$ cat src/rtl/div_seq_if.sv
// Request/response bundle for the sequential signed divider.
// The requester drives operands and start; the divider returns results and status.
interface div_seq_if #(
  parameter int WIDTH = 32
);
  logic             start;
  logic [WIDTH-1:0] dividend;
  logic [WIDTH-1:0] divisor;
  logic [WIDTH-1:0] lo;
  logic [WIDTH-1:0] hi;
  logic             done;
  logic             div_zero;
  logic             busy;

  modport master (
    output start, dividend, divisor,
    input  lo, hi, done, div_zero, busy
  );

  modport slave (
    input  start, dividend, divisor,
    output lo, hi, done, div_zero, busy
  );
endinterface

$ cat src/rtl/div_seq.sv
// Multi-cycle signed divider: restoring shift-subtract on magnitudes, one quotient bit per clock.
// Quotient truncates toward zero (LO); remainder takes the dividend's sign (HI).
module div_seq #(
  parameter int WIDTH = 32
) (
  input  logic       clock,
  input  logic       reset,
  div_seq_if.slave   bus
);

  localparam int CNT_W = $clog2(WIDTH) + 1;

  typedef enum logic [1:0] {
    IDLE,
    CHECK,
    CALC,
    FINISH
  } state_t;

  state_t           state_q, state_d;
  logic [WIDTH-1:0] dividend_q, dividend_d;
  logic [WIDTH-1:0] divisor_q, divisor_d;
  logic [WIDTH-1:0] quo_q, quo_d;
  logic [WIDTH-1:0] rem_q, rem_d;
  logic [WIDTH-1:0] dmag_q, dmag_d;
  logic             neg_quo_q, neg_quo_d;
  logic             neg_rem_q, neg_rem_d;
  logic [CNT_W-1:0] cnt_q, cnt_d;
  logic [WIDTH-1:0] lo_q, lo_d;
  logic [WIDTH-1:0] hi_q, hi_d;
  logic             done_q, done_d;
  logic             div_zero_q, div_zero_d;

  logic [WIDTH-1:0] dividend_abs;
  logic [WIDTH-1:0] divisor_abs;
  logic [WIDTH:0]   rem_shift;
  logic [WIDTH:0]   trial;

  // Two's-complement magnitudes; the most negative value maps onto itself as an unsigned magnitude.
  assign dividend_abs = dividend_q[WIDTH-1] ? (WIDTH'(0) - dividend_q) : dividend_q;
  assign divisor_abs  = divisor_q[WIDTH-1]  ? (WIDTH'(0) - divisor_q)  : divisor_q;

  // One extra bit keeps the trial difference's sign honest when the divisor magnitude is 2^(WIDTH-1).
  assign rem_shift = {rem_q, quo_q[WIDTH-1]};
  assign trial     = rem_shift - {1'b0, dmag_q};

  always_comb begin
    state_d    = state_q;
    dividend_d = dividend_q;
    divisor_d  = divisor_q;
    quo_d      = quo_q;
    rem_d      = rem_q;
    dmag_d     = dmag_q;
    neg_quo_d  = neg_quo_q;
    neg_rem_d  = neg_rem_q;
    cnt_d      = cnt_q;
    lo_d       = lo_q;
    hi_d       = hi_q;
    done_d     = 1'b0;
    div_zero_d = 1'b0;

    unique case (state_q)
      IDLE: begin
        if (bus.start) begin
          dividend_d = bus.dividend;
          divisor_d  = bus.divisor;
          state_d    = CHECK;
        end
      end

      CHECK: begin
        if (divisor_q == '0) begin
          done_d     = 1'b1;
          div_zero_d = 1'b1;
          state_d    = IDLE;
        end else begin
          quo_d     = dividend_abs;
          dmag_d    = divisor_abs;
          neg_quo_d = dividend_q[WIDTH-1] ^ divisor_q[WIDTH-1];
          neg_rem_d = dividend_q[WIDTH-1];
          rem_d     = '0;
          cnt_d     = '0;
          state_d   = CALC;
        end
      end

      CALC: begin
        // The dividend magnitude shifts out of quo's top while quotient bits shift in at the bottom.
        if (!trial[WIDTH]) begin
          rem_d = trial[WIDTH-1:0];
          quo_d = {quo_q[WIDTH-2:0], 1'b1};
        end else begin
          rem_d = rem_shift[WIDTH-1:0];
          quo_d = {quo_q[WIDTH-2:0], 1'b0};
        end
        cnt_d = cnt_q + CNT_W'(1);
        if (cnt_q == CNT_W'(WIDTH - 1)) begin
          state_d = FINISH;
        end
      end

      FINISH: begin
        lo_d    = neg_quo_q ? (WIDTH'(0) - quo_q) : quo_q;
        hi_d    = neg_rem_q ? (WIDTH'(0) - rem_q) : rem_q;
        done_d  = 1'b1;
        state_d = IDLE;
      end

      default: begin
        state_d = IDLE;
      end
    endcase
  end

  always_ff @(posedge clock or negedge reset) begin
    if (!reset) begin
      state_q    <= IDLE;
      dividend_q <= '0;
      divisor_q  <= '0;
      quo_q      <= '0;
      rem_q      <= '0;
      dmag_q     <= '0;
      neg_quo_q  <= 1'b0;
      neg_rem_q  <= 1'b0;
      cnt_q      <= '0;
      lo_q       <= '0;
      hi_q       <= '0;
      done_q     <= 1'b0;
      div_zero_q <= 1'b0;
    end else begin
      state_q    <= state_d;
      dividend_q <= dividend_d;
      divisor_q  <= divisor_d;
      quo_q      <= quo_d;
      rem_q      <= rem_d;
      dmag_q     <= dmag_d;
      neg_quo_q  <= neg_quo_d;
      neg_rem_q  <= neg_rem_d;
      cnt_q      <= cnt_d;
      lo_q       <= lo_d;
      hi_q       <= hi_d;
      done_q     <= done_d;
      div_zero_q <= div_zero_d;
    end
  end

  assign bus.lo       = lo_q;
  assign bus.hi       = hi_q;
  assign bus.done     = done_q;
  assign bus.div_zero = div_zero_q;
  assign bus.busy     = (state_q != IDLE);

endmodule

$ cat src/flat_wrapper.sv
// flat-port wrapper written by rule: the top's interface ports become plain ports
module div_seq_flat 
#(
  parameter int WIDTH = 32
)
  (clock, reset, bus_start, bus_dividend, bus_divisor, bus_lo, bus_hi, bus_done, bus_div_zero, bus_busy);
  div_seq_if #(.WIDTH(WIDTH)) bus_i ();
  input  logic clock;
  input  logic reset;
  input wire logic [$bits(bus_i.start)-1:0] bus_start;
  input wire logic [$bits(bus_i.dividend)-1:0] bus_dividend;
  input wire logic [$bits(bus_i.divisor)-1:0] bus_divisor;
  output wire logic [$bits(bus_i.lo)-1:0] bus_lo;
  output wire logic [$bits(bus_i.hi)-1:0] bus_hi;
  output wire logic [$bits(bus_i.done)-1:0] bus_done;
  output wire logic [$bits(bus_i.div_zero)-1:0] bus_div_zero;
  output wire logic [$bits(bus_i.busy)-1:0] bus_busy;
  assign bus_i.start = bus_start;
  assign bus_i.dividend = bus_dividend;
  assign bus_i.divisor = bus_divisor;
  assign bus_lo = bus_i.lo;
  assign bus_hi = bus_i.hi;
  assign bus_done = bus_i.done;
  assign bus_div_zero = bus_i.div_zero;
  assign bus_busy = bus_i.busy;
  div_seq #(.WIDTH(WIDTH)) u_core (.clock(clock), .reset(reset), .bus(bus_i));
endmodule
$ cat config.mk
export PLATFORM = sky130hd
export DESIGN_NAME = div_seq_flat
export DESIGN_NICKNAME = d
export VERILOG_FILES = /design/src/rtl/div_seq_if.sv /design/src/rtl/div_seq.sv /design/src/flat_wrapper.sv
export SDC_FILE = /design/constraint.sdc
export NUM_CORES = 1
export LEC_CHECK = 0
export BUFFER_PORTS_ARGS = -buffer_cell sky130_fd_sc_hd__buf_2
export CORE_AREA = 2 2 182 184
export DETAILED_ROUTE_END_ITERATION = 16
export DIE_AREA = 0 0 184 186
export SYNTH_ARGS = -nofsm -noshare
export SYNTH_HDL_FRONTEND = slang
export SYNTH_SLANG_ARGS = --single-unit
$ cat constraint.sdc
create_clock -name clock -period 10 [get_ports clock]
set_input_delay 1 -clock clock [delete_from_list [all_inputs] [get_ports clock]]
set_output_delay 1 -clock clock [all_outputs]
set_load 0.005 [all_outputs]
==> impl_metrics.toml, run 1 <==
[synthesis]
yosys_register_bits = 236
synth_ff_type = "dfrtp_1"
synthesis.area_um2 = 13380
async_flop_share_pct = 100.0
syn_inst = 1454
seq_area_frac_synth_pct = 44.15
yosys_warnings = 0
syn-mean-instance-area_um2 = 9.199
synth-edff-count = 0
synth_nets = 1559
yosys.cell_types.count = 54

[timing]
setup_violations = 0
finClkSkew_ns = 0.009031
relSlewSlack_pct = 28.24
setup_slack_ns = 5.741
fin_crit_sh_pct = 42.59
hold_violations = 0
tightest_slew_ns = 1.076
setup_tns_ns = 0
max_freq_ghz = 0.2348
slew_viol_final = 0
rsz0062_at_grt = "false"
finalCriticalPeriod_ns = 4.259

[status]
outcome = "finished, final reports clean"

[drt]
first_pass_iters = 5
routed_wl_mm = 31.99
routed_via_density = 5.294
wl_per_cell_um = 16.18
initialDrtViolationCount = 721
drc_errors = 0
ant_nets = 0
vias = 10470

[critical_path]
start_kind = "flop"
cp.required_ns = 10.42
arrival_ns = 4.68
critical_path.max_fanout = 59
r2r_setup_slack_ns = 5.74
critPathLaunch = "u_core.divisor_q[4]"
r2r-start = "u_core.divisor_q[4]"
crit_end = "u_core.quo_q[14]"
r2r_cells = 12
critPathCaptureType = "flop"
critical_path_class = "reg2reg"
r2r-end = "u_core.quo_q[14]"

[pwr]
peakVddDrop_uv = 214.1
p_per_area_nw_per_um2 = 383.0
finalPower_mw = 5.852
cellLeakagePower_nw = 6.827

[clocking]
clkLatencyLatePin_ns = 0.54
cts.sinks = 236
cts_tree = "built"
clk_pin_slew_worst_paths_ns = 0.06
cts_buffers = 28
cts_resized = 0
clockRootBuffer = "clkbuf_16"
cts_setup_buffers = 0
htreeDepth = 1
cts_hold_buffers = 0
clock_path_buffers = 3

[layout]
fin_cells = 1977
post-route-util_pct = 47.44
diodes = 0
syn2layout_area_growth_pct = 14.23
drive_above_1_share_pct = 16.95
nets = 1654

[floorplanning]
dieArea_um2 = 34220
die_h_um = 186
dieWidth_um = 184
ios = 134
fp-row-count = 66
core_area_um2 = 32210
initial_utilization_pct = 41.53

[min_path]
hp-class = "reg2reg"

[placement]
gp_congestion = 0.8687
dp.final_hpwl_mm = 23.11
dp.cells = 1927
io_buffer_count = 133
preCtsSetupSlack_ns = 5.754

[grt]
grt_overflow_total = 0
grtUsageTotal_pct = 18.98
grt_max_degree = 128
grt_pass1_vias = 9727
grt_pass1_wl_mm = 52.83
antenna_found_initial = 0

[run]
maxCapViolations = 0
-- cells in the final DEF, fill, tap and decap left out, types with 8 or more instances in the layout --
| cell | instances |
|---|---|
| a21o_1 | 12 |
| a21oi_1 | 61 |
| a31oi_1 | 13 |
| buf_2 | 132 |
| buf_4 | 9 |
| clkbuf_1 | 10 |
| clkbuf_16 | 29 |
| dfrtp_1 | 236 |
| ha_1 | 37 |
| inv_1 | 50 |
| mux2_2 | 60 |
| mux2i_1 | 33 |
| nand2_1 | 209 |
| nand2b_1 | 9 |
| nand3_1 | 36 |
| nand4_1 | 10 |
| nor2_1 | 66 |
| nor2b_1 | 8 |
| nor3_1 | 11 |
| o21ai_0 | 215 |
| o31ai_1 | 33 |
| o41ai_1 | 16 |
| or2_2 | 9 |
| or3_1 | 18 |
| or4_1 | 15 |
| xnor2_1 | 69 |
| xor2_1 | 78 |
-- synth_stat cells (9+ instances only) --
cell      instances  share of area, %
nand2_1         210               5.9
nor2_1           68               1.9
o31ai_1          33               1.9
mux2_2           60               5.1
mux2i_1          33               2.5
xnor2_1          69               4.5
clkbuf_1         70               2.0
dfrtp_1         236                44
a21oi_1          61               2.3
nand4_1          10              0.47
ha_1             37               3.5
inv_1            50               1.4
nor2b_1           9              0.42
a21o_1           12              0.67
o41ai_1          16               1.0
nand2b_1         11              0.51
or2_2             9              0.42
nand3_1          36               1.3
or4_1            15              0.84
or3_1            18              0.84
xor2_1           78               5.1
o21ai_0         215               8.0
a31oi_1          13              0.61
nor3_1           11              0.41
-- cell type report --
type	instances	area (um^2)
Sequential cell	236	5906
Fill cell	3144	16930
Inverter	50	187.7
Timing Repair Buffer	142	743.2
Clock buffer	46	859.6
Multi-Input combinational cell	1091	7024
Tap cell	408	510.5
Clock inverter	4	47.55
-- state kept, by name, indices dropped and copies added, names as in the netlist, named ones only --
| signal | count |
|---|---|
| u_core.bus.hi | 32 |
| u_core.dmag_q | 32 |
| u_core.cnt_q | 6 |
| u_core.quo_q | 32 |
| u_core.neg_rem_q | 1 |
| u_core.divisor_q | 32 |
| u_core.bus.div_zero | 1 |
| u_core.dividend_q | 32 |
| u_core.bus.lo | 32 |
| u_core.rem_q | 32 |
| u_core.state_q | 1 |
| u_core.neg_quo_q | 1 |
| u_core.bus.done | 1 |
-- worst max-delay path: stages, from the launching register on --
cell	delay, ns
dfrtp_1	0.41
nor4_1	0.53
nand4b_1	0.28
nand2b_1	0.26
or3_1	0.37
or2_2	0.35
nor2b_1	0.24
nor2_4	0.06
buf_4	0.28
nor2_1	0.80
inv_1	0.27
o22ai_1	0.23
nor2_1	0.06
-- metal layers --
layer	part of all wire (%)	track usage, %
met1	55	31.56
met2	38	25.57
met3	5.4	2.622
met4	1.4	3.776
met5	0	0
-- logic make-up after synthesis --
group,share of synthesized area (%)
AO/OA/AOI/OAI,17.01
XOR/XNOR,9.626
adder cells (fa/ha/maj),3.611
buffers and inverters,3.564
flip-flops,44.15
multiplexers,7.521
AND/OR/NAND/NOR,14.52
-- power by group --
part | leakage [nW] | switching [mW] | internal (mW)
Sequential | 2.93 | 0.507 | 1.40
Clock | 0.442 | 0.387 | 0.606
Combinational | 3.46 | 1.64 | 1.32
-- how the worst min path moves through the flow --
stage                                   end  cells after the start  slack (ns)               from
after floorplan           u_core.dmag_q[10]                      2        0.45  u_core.dmag_q[10]
after global placement     u_core.bus.hi[1]                      2        0.46   u_core.bus.hi[1]
after detailed placement  u_core.bus.lo[23]                      2        0.46  u_core.bus.lo[23]
after CTS                 u_core.bus.lo[23]                      2        0.48  u_core.bus.lo[23]
after global routing       u_core.bus.hi[1]                      2        0.49   u_core.bus.hi[1]
final                      u_core.bus.hi[9]                      2        0.47   u_core.bus.hi[9]
-- stage by stage --
step	hold slack (ns)	area (um^2)
after detailed placement	0.4647	14370
after global routing	0.4910	15280
after floorplan	0.4498	13380
after global placement	0.4570	14370
after CTS	0.4779	15280
final	0.4677	15280
(Power assumes the default switching activity.)
==> inputs of run 2 (changes only) <==
- clock period: 10 -> 3.5 ns (I/O delays scaled with it)
==> impl_metrics.toml, run 2 (synthesis results as in run 1) <==
[clocking]
cts_buffers = 28
clockRootBuffer = "clkbuf_16"
clkLatencyLatePin_ns = 0.55
htreeDepth = 1
cts_tree = "built"
cts.sinks = 236
clock_path_buffers = 3
clk_pin_slew_worst_paths_ns = 0.06

[layout]
multi_input_area_um2 = 7069
diodes = 0
final_common_cell = "dfrtp_1"
nFillCells = 3104
layout_common_cells = "dfrtp_1 (236), o21ai_0 (212), nand2_1 (209)"
post-route-util_pct = 48.76
area.sequential_um2 = 5906
syn2layout_area_growth_pct = 17.40
drive_above_1_share_pct = 19.49
nets = 1690

[grt]
grtUsageTotal_pct = 19.28
antenna_found_initial = 0
grt_max_degree = 129
grt_overflow_total = 0
grt_pass1_wl_mm = 53.73
grt_pass1_vias = 10040

[floorplanning]
fp-row-count = 66
dieArea_um2 = 34220
die_h_um = 186
dieWidth_um = 184
initial_utilization_pct = 41.53
core_area_um2 = 32210
ios = 134

[critical_path]
cp.required_ns = 3.89
arrival_ns = 3.85
critical_path_class = "reg2reg"
start_kind = "flop"
critPathCaptureType = "flop"
critical_path.max_fanout = 5

[drt]
wl_per_cell_um = 16.08
routed_via_density = 5.270
first_pass_iters = 5
ant_nets = 0
drc_errors = 0
vias = 10610
initialDrtViolationCount = 693
routed_wl_mm = 32.38

[timing]
finalCriticalPeriod_ns = 3.462
rsz0062_at_grt = "true"
tightest_slew_ns = 1.104
relSlewSlack_pct = 26.42
max_freq_ghz = 0.2889
finClkSkew_ns = 0.01129
setup_tns_ns = 0
slew_viol_final = 0
setup_slack_ns = 0.03802
hold_violations = 0
setup_violations = 0
fin_crit_sh_pct = 98.91

[status]
outcome = "finished, final reports clean"

[pwr]
peakVddDrop_uv = 507.2
p_per_area_nw_per_um2 = 1103
cellLeakagePower_nw = 7.073

[run]
maxCapViolations = 0

[placement]
io_buffer_count = 133
preCtsSetupSlack_ns = -0.01797
gp_congestion = 0.9007
dp.final_hpwl_mm = 23.78

[min_path]
hp-class = "in2reg"
## run 2: cell count changes in the layout (fill, tap and decap cells not counted), moves of 2 or more
cell / delta
o21ai_1: +3
buf_12: +6
bufinv_16: +2
o21ai_0: -3
clkbuf_1: -6
clkbuf_8: -3
clkinv_2: +8
buf_4: +29
## run 2: what timing repair did
action	CTS	global route
setup endpoints to repair	1	37
resized for setup	1	10
hold endpoints to repair	86	0
setup buffers	0	1
pin swaps	0	1
hold buffers	1	0
## run 2: path summary, 6_finish.rpt
kind	from	to	cells past startpoint	slack (ns)
max	u_core.rem_q[6]	u_core.bus.hi[25]	9	0.04
max in group asynchronous	reset	u_core.bus.lo[23]	3	2.23
max reg2reg	u_core.rem_q[6]	u_core.bus.hi[25]	9	0.04
min in group asynchronous	reset	u_core.dividend_q[10]	2	0.40
min reg2reg	u_core.bus.lo[11]	u_core.bus.lo[11]	2	0.47
min	bus_dividend[1]	u_core.dividend_q[1]	3	0.02
## run 2: cell type report
cell class                      count  share of cell area [%]
Timing Repair Buffer              178                   6.948
Clock inverter                     15                   1.068
Tap cell                          408                   3.251
Inverter                           50                   1.195
Clock buffer                       36                   4.908
Multi-Input combinational cell   1091                   45.02
Sequential cell                   236                   37.61
## run 2: metrics by stage
stage / std cells / total power, mW / instance area (um^2) / hold slack [ns]
after CTS: 2013 / 17.39 / 15660 / 0.002708
after global routing: 2014 / 18.90 / 15700 / 0.01717
final: 2014 / 17.32 / 15700 / 0.02308
after detailed placement: 1961 / 14.35 / 14700 / 0.4168
after floorplan: 1454 / 11.61 / 13380 / 0.05441
after global placement: 1961 / 14.15 / 14700 / 0.4113
## run 2: critical path: stages, from the launching register on
cell and delay (ns):
dfrtp_1 0.38, or4_4 0.54, or3_4 0.35, or3_4 0.38, or3_4 0.34, or4_4 0.42, or3_4 0.40, o41ai_4 0.24
xor2_1 0.18, o21ai_1 0.07
## run 2: power breakdown
group	internal [mW]	switching, mW
logic	4.10	5.00
clock network	1.77	1.16
registers	4.00	1.29
## run 2: metal layers
layer  part of all wire (%)  up-vias  global-route usage, %
met1                     55     4953                  31.76
met5                      0        -                      0
li1                       -     5377                      -
met3                    5.8       34                  3.072
met2                     38      250                  25.90
met4                    1.5        0                  4.000
==> inputs of run 3 (changes only) <==
- clock period: 3.5 -> 3.7 ns (I/O delays scaled with it)
==> impl_metrics.toml, run 3 (synthesis results as in run 1) <==
[status]
outcome = "finished, final reports clean"

[layout]
post-route-util_pct = 48.07
layout_common_cells = "dfrtp_1 (236), o21ai_0 (215), nand2_1 (209)"
diodes = 0
drive_above_1_share_pct = 18.29
final_common_cell = "dfrtp_1"
syn2layout_area_growth_pct = 15.74
nets = 1676

[critical_path]
critical_path_class = "reg2reg"
arrival_ns = 3.91
start_kind = "flop"
r2r-start = "u_core.rem_q[6]"
critPathCaptureType = "flop"
r2r_setup_slack_ns = 0.20
r2r-end = "u_core.rem_q[15]"
cp.required_ns = 4.11
critical_path.max_fanout = 27
critPathLaunch = "u_core.rem_q[6]"
crit_end = "u_core.rem_q[15]"
r2r_cells = 11

[drt]
wl_met1_mm = 17.86
wl_per_cell_um = 16.18
routed_via_density = 5.316
first_pass_iters = 5
vias = 10630
wl_met3_mm = 1.705
top_layer = "met4"
ant_nets = 0
drc_errors = 0
met2WireLength_mm = 12.35
routed_wl_mm = 32.35
initialDrtViolationCount = 609

[timing]
setup_violations = 0
relSlewSlack_pct = 40.20
setup_slack_ns = 0.1954
rsz0062_at_grt = "false"
slew_viol_final = 0
hold_violations = 0
tightest_slew_ns = 0.8969
finClkSkew_ns = 0.01055
setup_tns_ns = 0
max_freq_ghz = 0.2853
finalCriticalPeriod_ns = 3.505
fin_crit_sh_pct = 94.72

[min_path]
hp-class = "in2reg"

[placement]
dp.final_hpwl_mm = 23.96
preCtsSetupSlack_ns = 0.1408
io_buffer_count = 133
gp_congestion = 0.9076

[run]
maxCapViolations = 0

[grt]
grt_pass1_vias = 9903
grt_max_degree = 89
grt_overflow_total = 0
antenna_found_initial = 0
grt_pass1_wl_mm = 53.55
grtUsageTotal_pct = 19.27

[clocking]
cts.sinks = 236
htreeDepth = 1
clk_pin_slew_worst_paths_ns = 0.06
clock_path_buffers = 3
clkLatencyLatePin_ns = 0.54
clockRootBuffer = "clkbuf_16"
cts_buffers = 28
cts_tree = "built"

[floorplanning]
initial_utilization_pct = 41.53
die_h_um = 186
dieWidth_um = 184
ios = 134
core_area_um2 = 32210
fp-row-count = 66
dieArea_um2 = 34220

[pwr]
p_per_area_nw_per_um2 = 1036
peakVddDrop_uv = 431.4
cellLeakagePower_nw = 6.951
finalPower_mw = 16.04
run 3: cell count changes in the layout (fill, tap and decap cells not counted), moves of 3 or more:
cell and change:
buf_4 -12, o21ai_0 +3, o21ai_1 -3, bufinv_16 -3, clkinv_2 -5, clkbuf_1 +3
run 3: routing by layer:
| layer | GRT usage, % | vias to the layer above |
|---|---|---|
| li1 | - | 5351 |
| met1 | 32.29 | 4995 |
| met2 | 25.90 | 251 |
| met3 | 2.524 | 29 |
| met4 | 3.424 | 0 |
| met5 | 0 | - |
run 3: layout make-up:
type                            instances  area (um^2)
Fill cell                            3181        16720
Timing Repair Buffer                  164        960.9
Inverter                               50        187.7
Clock buffer                           42        834.6
Clock inverter                          8        50.05
Multi-Input combinational cell       1091         7032
Tap cell                              408        510.5
Sequential cell                       236         5906
run 3: metrics by stage:
step	area, um^2	std cells	hold slack, ns
floorplan	13380	1454	0.07441
global placement	14580	1948	0.3840
detailed placement	14580	1948	0.3906
CTS	15470	1999	0.03357
global route	15480	1999	0.03973
finish	15480	1999	0.04852
run 3: worst min path at each step:
stage	from	end	cells past startpoint	slack, ns
2_1_floorplan	reset	asynchronous set/reset pin	0	0.07
3_3_place_gp	reset	u_core.dividend_q[9]	1	0.38
3_5_place_dp	reset	u_core.dividend_q[9]	1	0.39
4_1_cts	bus_divisor[1]	u_core.divisor_q[1]	3	0.03
5_1_grt	bus_dividend[0]	u_core.dividend_q[0]	3	0.04
6_report	bus_divisor[1]	u_core.divisor_q[1]	3	0.05
run 3: where the power goes:
group | switching (mW) | internal [mW] | total, mW
registers | 1.25 | 3.79 | 5.03
logic | 4.66 | 3.73 | 8.39
clock network | 1.07 | 1.55 | 2.61
total | 6.97 | 9.07 | 16.0
run 3: repair_timing:
action	4_1_cts	5_1_grt
setup endpoints to repair	0	29
gates resized for setup	0	2
hold endpoints to repair	74	0
hold buffers	1	0
setup buffers	0	0
run 3: critical path, cell delays in order (launching register included):
cell and delay, ns:
dfrtp_1 0.38, buf_4 0.16, ha_1 0.35, a2111o_1 0.42
o21ai_0 0.35, a21oi_1 0.21, a31oi_2 0.30, o21ai_0 0.18
a311o_2 0.51, buf_12 0.21, mux2i_1 0.19, o21ai_0 0.09
